==> src/rtl/instruction_memory_sync.sv <==
// Instruction memory with a synchronous fetch port and a loader write port.
// After reset the array is filled with NOP_INS, one word per cycle, before
// any loads or fetches are accepted. Fetches return one cycle after
// acceptance; misaligned or out-of-range fetches return NOP_INS with a fault.
//
// Handshakes: a transfer happens on a rising edge where valid and ready are
// both high. req_ready never depends on req_valid. Once rsp_valid is high,
// rsp_valid, rsp_instr and rsp_fault hold until rsp_ready is seen high.
module instruction_memory_sync #(
    parameter int INS_ADDRESS = 32,
    parameter int INS_W       = 32,
    parameter int DEPTH       = 64,
    parameter logic [INS_W-1:0] NOP_INS = INS_W'(32'h00000013)
) (
    input  logic                     clk,
    input  logic                     reset,
    input  logic                     load_en,
    input  logic [$clog2(DEPTH)-1:0] load_addr,
    input  logic [INS_W-1:0]         load_data,
    output logic                     load_ready,
    input  logic                     req_valid,
    input  logic [INS_ADDRESS-1:0]   req_addr,
    output logic                     req_ready,
    output logic                     rsp_valid,
    input  logic                     rsp_ready,
    output logic [INS_W-1:0]         rsp_instr,
    output logic                     rsp_fault,
    output logic                     state_dbg
);

    localparam int AW = $clog2(DEPTH);
    localparam int BO = $clog2(INS_W / 8);

    localparam logic [0:0] ST_CLEAR = 1'b0;
    localparam logic [0:0] ST_RUN   = 1'b1;

    logic [0:0]             state;
    logic [AW-1:0]          clr_cnt;
    logic [INS_W-1:0]       mem [DEPTH];

    logic [INS_ADDRESS-1:0] word_idx;
    logic [AW-1:0]          rd_idx;
    logic                   misaligned;
    logic                   out_of_range;
    logic                   fault;
    logic                   accept;

    // Address decode: word index, alignment and range checks.
    assign word_idx     = req_addr >> BO;
    assign rd_idx       = word_idx[AW-1:0];
    // Any bit at or above AW in the full-width word index is out of range.
    assign out_of_range = |(word_idx >> AW);

    generate
        if (BO == 0) begin : g_byte_words
            assign misaligned = 1'b0;
        end else begin : g_multi_byte_words
            assign misaligned = |req_addr[BO-1:0];
        end
    endgenerate

    assign fault      = misaligned | out_of_range;
    assign load_ready = (state == ST_RUN);
    // Loader writes win over fetches, so a cycle never both reads and writes.
    assign req_ready  = (state == ST_RUN) && !load_en && (!rsp_valid || rsp_ready);
    assign accept     = req_valid && req_ready;
    assign state_dbg  = state;

    // Clear sequencer: walk every index once, then run.
    always_ff @(posedge clk) begin
        if (reset) begin
            state   <= ST_CLEAR;
            clr_cnt <= '0;
        end else if (state == ST_CLEAR) begin
            clr_cnt <= clr_cnt + AW'(1);
            if (clr_cnt == AW'(DEPTH - 1)) begin
                state <= ST_RUN;
            end
        end
    end

    // Memory write port: NOP fill while clearing, loader writes while running.
    always_ff @(posedge clk) begin
        if (!reset) begin
            if (state == ST_CLEAR) begin
                mem[clr_cnt] <= NOP_INS;
            end else if (load_en) begin
                mem[load_addr] <= load_data;
            end
        end
    end

    // Response register: load on accept, drop on consume, otherwise hold.
    always_ff @(posedge clk) begin
        if (reset) begin
            rsp_valid <= 1'b0;
            rsp_instr <= NOP_INS;
            rsp_fault <= 1'b0;
        end else if (accept) begin
            rsp_valid <= 1'b1;
            rsp_fault <= fault;
            rsp_instr <= fault ? NOP_INS : mem[rd_idx];
        end else if (rsp_ready) begin
            rsp_valid <= 1'b0;
        end
    end

endmodule
==> config.mk <==
export PLATFORM = sky130hd
export DESIGN_NAME = instruction_memory_sync
export DESIGN_NICKNAME = d
export VERILOG_FILES = /design/src/rtl/instruction_memory_sync.sv
export SDC_FILE = /design/constraint.sdc
export NUM_CORES = 2
export LEC_CHECK = 0
export BUFFER_PORTS_ARGS = -buffer_cell sky130_fd_sc_hd__buf_2
export CAP_MARGIN = 20
export CORE_UTILIZATION = 52
export DETAILED_ROUTE_END_ITERATION = 8
export MAX_ROUTING_LAYER = met4
export PLACE_DENSITY = 0.7
export SLEW_MARGIN = 20
export SYNTH_ARGS = -nofsm -noshare
export SYNTH_HDL_FRONTEND = slang
export SYNTH_SLANG_ARGS = --single-unit
==> constraint.sdc <==
create_clock -name clk -period 3.1 [get_ports clk]
set_input_delay 0.31 -clock clk [delete_from_list [all_inputs] [get_ports clk]]
set_output_delay 0.31 -clock clk [all_outputs]
set_load 0.02 [all_outputs]
* Yosys cells after proc, flatten, opt, wreduce, memory -nomap -nowiden
Memory sizes are Yosys's and may differ from the RTL's.
Index checks and enable logic that the tools add are counted.
** Word-level totals
- Register bits :: 41
- Bits in writable memories :: 2048
- Input port bits :: 75
- Output and inout bits :: 37
- Memories :: 1
** Memories
- mem :: words 64, width 32, read ports 1, clocked after Yosys merged registers in 0, write ports 1, line 39 : logic [INS_W-1:0] mem [DEPTH];
** Operators by class
- Add/sub/neg operators :: 1
- Equal/unequal tests :: 1
- Multiplexer cells :: 15
- Bitwise gates (word level) :: 1
- Reductions and logical operators :: 10
** Operators by type and width (number)
- 32-bit 2-to-1 mux :: 2
- 32-bit OR reduction :: 1
- 24-bit OR reduction :: 1
- 1-bit 2-to-1 mux :: 12
- 6-bit by 1-bit adder with 6-bit output (second input constant) :: 1
- 6-bit == test (second input constant) :: 1
- 6-bit 2-to-1 mux :: 1
- 1-bit logical AND :: 3
- 1-bit zero test :: 2
- 2-bit nonzero test :: 1
- 2-bit OR reduction :: 1
- 1-bit logical OR :: 1
- 1-bit bitwise OR :: 1

* Depth between registers and ports, before layout
- Word-level depth :: 6
- Mapped depth :: 12
- Mapped depth without buffers :: 6

* Least setup slack after synthesis
Ideal clock, no wire load.
- Path type :: reg-to-reg
- Start :: register state (netlist: load_ready)
- End :: memory mem[36][0] (enable)
- Arrival :: 3.055 ns
- Path slack :: -0.376 ns
- Cell stages (with the launch flop) :: 9
- Buffers on the path :: 2
- Clock period less this slack :: 3.476 ns
- Cell sequence :: dfxtp_1 nand2_1 nor2_1 buf_1 clkbuf_1 nand2_1 nand2_1 nand2_1 nor2_1
** Between the ends
- Word-level cells in the longest chain between the ends :: 5
** RTL lines
- start: declaration :: line 37 : logic [0:0] state;
- start signal: assignment :: line 72 : state <= ST_CLEAR;
- start signal: assignment :: line 77 : state <= ST_RUN;
- 1-bit 2-to-1 mux :: line 85 : if (state == ST_CLEAR) begin
- 1-bit 2-to-1 mux :: line 84 : if (!reset) begin
- 1-bit 2-to-1 mux (not written as such) :: line 88 : mem[load_addr] <= load_data;
- 32-bit OR reduction (no source line)
- 6-bit 2-to-1 mux (no source line) / 1-bit 2-to-1 mux (equally long branches)
- end: declaration :: line 39
Several ways; a longest one is shown, not always the timed one.

* Worst setup path in the final report
- Start :: register state (netlist: load_ready)
- End :: memory mem[18][10] (enable)
The elaborated chain is that of the path after synthesis.

==> qor.txt <==
Status = finished clean
Routed WL = 207 mm
Cell variety after synth = 58
Initial Util = 52.4%
Final Cell Area = 0.0932 mm2
CP startpoint kind = flop
DRC = 0
Slew margin rel. = 26.0%
Met3 usage = 4.88%
RePlAce Congestion = 0.906
RR Startpoint = load_ready
Setup bufs post-CTS = 0
I/O pin count = 112
Leakage Power = 33.8 nW
EDFF count, synth = 2048
Worst-Margin Slew = 1.11 ns
FF+latch count, synth = 2089
Vias in the first global route = 40900
DR vias/cell = 6.40
Number of max-cap violations = 0
Pwr Density = 600 mW/mm2
Hold Crit Start = req_valid
CTS tree = done
1st-iter DRT viols = 5356
RSZ-0062 raised after global routing = no
Layout Nets = 4386
Most frequent cells in the layout = 2048 x edfxtp_1, 389 x mux2i_1, 372 x mux4_2
Syn Inst Count = 3889
Kind of end point of the critical path = flop
Total track usage = 27.5%
Worst skew pair latency = 0.84 ns
Final core utilization = 60.6%
CP arrival = 3.48 ns
Area grow syn2layout = 15.7%
Die width = 396 um
Fill cells = 10700
CORE AREA = 0.154 mm2
Most common cell after layout, fill and taps aside = edfxtp_1
Clock Tree Buf Depth = 3
# rows = 144
Fin. Hold Viols = 0
Leading area contributor after synthesis = edfxtp_1
GRT Max-Usage Layer = met2
Critical path origin = load_ready
Worst vdd ir = 560 uV
Layout cells sized above 1 = 27.1%
CP max FO = 23
GR Overflow Total = 0
Mean post-synth cell area = 20.7 um2
Initial antenna violation count = 8
WS Path Type = reg2reg
Fraction of registers with async set/reset = 0%
Largest net degree at the start of global routing = 73
Slew Viols, Final = 0
Synth top area cells = edfxtp_1 76%, mux4_2 10%, mux2i_1 4.8%, a22oi_1 1.1%, dfxtp_1 1.0%
Placed cell area = 0.0870 mm2
DR pass1 iterations = 6
Met1 usage = 38.7%
Period utilisation layout = 95.1%
CTS root buffer = clkbuf_16
H-tree depth = 4
Yosys warning total = 0
Grt met2 use = 41.2%
Fmax = 339 MHz
Register area share after synthesis = 77.4%
First-pass GRT wire length = 296 mm
TritonCTS Buffers = 199
Max Clock Skew = 0.0290 ns
Tightest Hold Check Type = in2reg
Die Span Y = 396 um
CP required = 3.63 ns
Synthesized cell area = 0.0806 mm2
Post-route ant nets = 0
Post-synth top area share = 76.3%
Buffers on Ports = 111
CTS clock-pin slew for the worst setup and hold paths = 0.06 ns
WL/cell = 31.8 um
Minimum clock period = 2.95 ns
Die ar. = 0.157 mm2
Clk sinks = 2089
Endpoints failing setup = 0
Leading register cell type out of synthesis = edfxtp_1
DP HPWL = 122 mm
DR vias = 41700
Synthesized Nets = 3965
[state kept, by name, summed over array words and instances, names as in the netlist]
name / flops
load_ready: 1
rsp_valid: 1
rsp_fault: 1
mem: 2048
clr_cnt: 6
rsp_instr: 32
[cell families (layout without fill, tap and decap cells)]
logic type	after synthesis	after routing	synth area share (%)
and+or+nand+nor	370	370	2.23
adders and majority gates	1	1	0.0155
AOI/OAI and AO/OA	420	420	3.45
buffers and inverters	220	805	1.34
xor gates and xnor gates	4	4	0.0435
muxes	785	785	15.6
DFF	2089	2089	77.4
other	0	2	0
[final timing paths]
path	to	slack, ns	depth (start not counted)
min	rsp_valid	0.06	4
max reg2reg	mem[18][10]	0.15	8
max	mem[18][10]	0.15	8
min reg2reg	rsp_instr[3]	0.46	2
[report_power, final]
group / internal (mW) / switching [mW]
Clock: 12.8 / 10.3
Combinational: 0.932 / 1.30
Sequential: 30.6 / 0.0236
[per-stage QoR]
| stage | cells | TNS (ns) | total power, mW | hold slack (ns) | setup WS [ns] |
|---|---|---|---|---|---|
| after floorplan | 3889 | -644.57 | 32.5 | 0.496 | -0.376 |
| final | 6520 | 0 | 55.9 | 0.0587 | 0.152 |
| after detailed placement | 6150 | -0.194 | 33.4 | 0.450 | -0.0183 |
| after global routing | 6519 | 0 | 57.3 | 0.0541 | 0.0553 |
| after global placement | 6149 | 0 | 33.4 | 0.442 | 0.0460 |
| after CTS | 6517 | 0 | 56.2 | 0.00499 | 0.114 |
[synth_stat cells, types with 2 or more instances]
master,count
a211oi_1,10
nand2_1,110
buf_1,17
dfxtp_1,41
nor3_1,14
nand3_1,16
o21ai_1,19
or3_1,8
mux4_2,372
a32o_1,6
a31oi_1,8
nor3b_1,4
o22a_1,3
o221ai_1,4
and3_1,2
o21a_1,3
nor4_1,6
mux2i_1,389
nand3b_1,3
a221oi_1,5
nor2b_1,19
and2_1,35
clkbuf_1,82
a22oi_1,121
o211ai_1,4
o22ai_1,4
a21oi_1,87
buf_4,31
nor2_1,108
xor2_1,3
o21ai_0,77
buf_2,83
buf_6,5
nand4b_1,2
nand4_1,3
o2111ai_1,26
or4_1,20
o31ai_1,9
nand2b_1,13
edfxtp_1,2048
a22o_1,19
a2111oi_0,8
mux2_2,24
a21o_1,4
[worst max-delay path, stage by stage, from the launching register on]
cell and delay [ns]:
dfxtp_1 0.31, nand2_1 0.09, buf_4 0.14, nor2_4 0.06
buf_4 0.17, o21ai_0 0.42, nand2_2 0.25, nor2_4 0.85
buf_4 0.33
[routing by layer]
metal	part of all wire, %	wire length [um]
met2	47	97500
met5	0	0
met1	39	80500
met4	3.3	6780
met3	11	22400
[cell type report]
class | instances | area (um2) | area share [%]
Clock inverter | 96 | 766 | 0.821
Antenna cell | 2 | 5.00 | 0.00537
Timing Repair Buffer | 438 | 4430 | 4.75
Multi-Input combinational cell | 1580 | 17700 | 19.0
Tap cell | 2044 | 2560 | 2.74
Clock buffer | 269 | 5410 | 5.80
Sequential cell | 2089 | 62300 | 66.8
Inverter | 2 | 7.51 | 0.00805
[what timing repair did]
action | 4_1_cts | 5_1_grt
setup endpoints to repair | 0 | 10
hold endpoints to repair | 8 | 0
hold buffers | 2 | 0
gates resized for setup | 0 | 1
(Power assumes the default switching activity.)
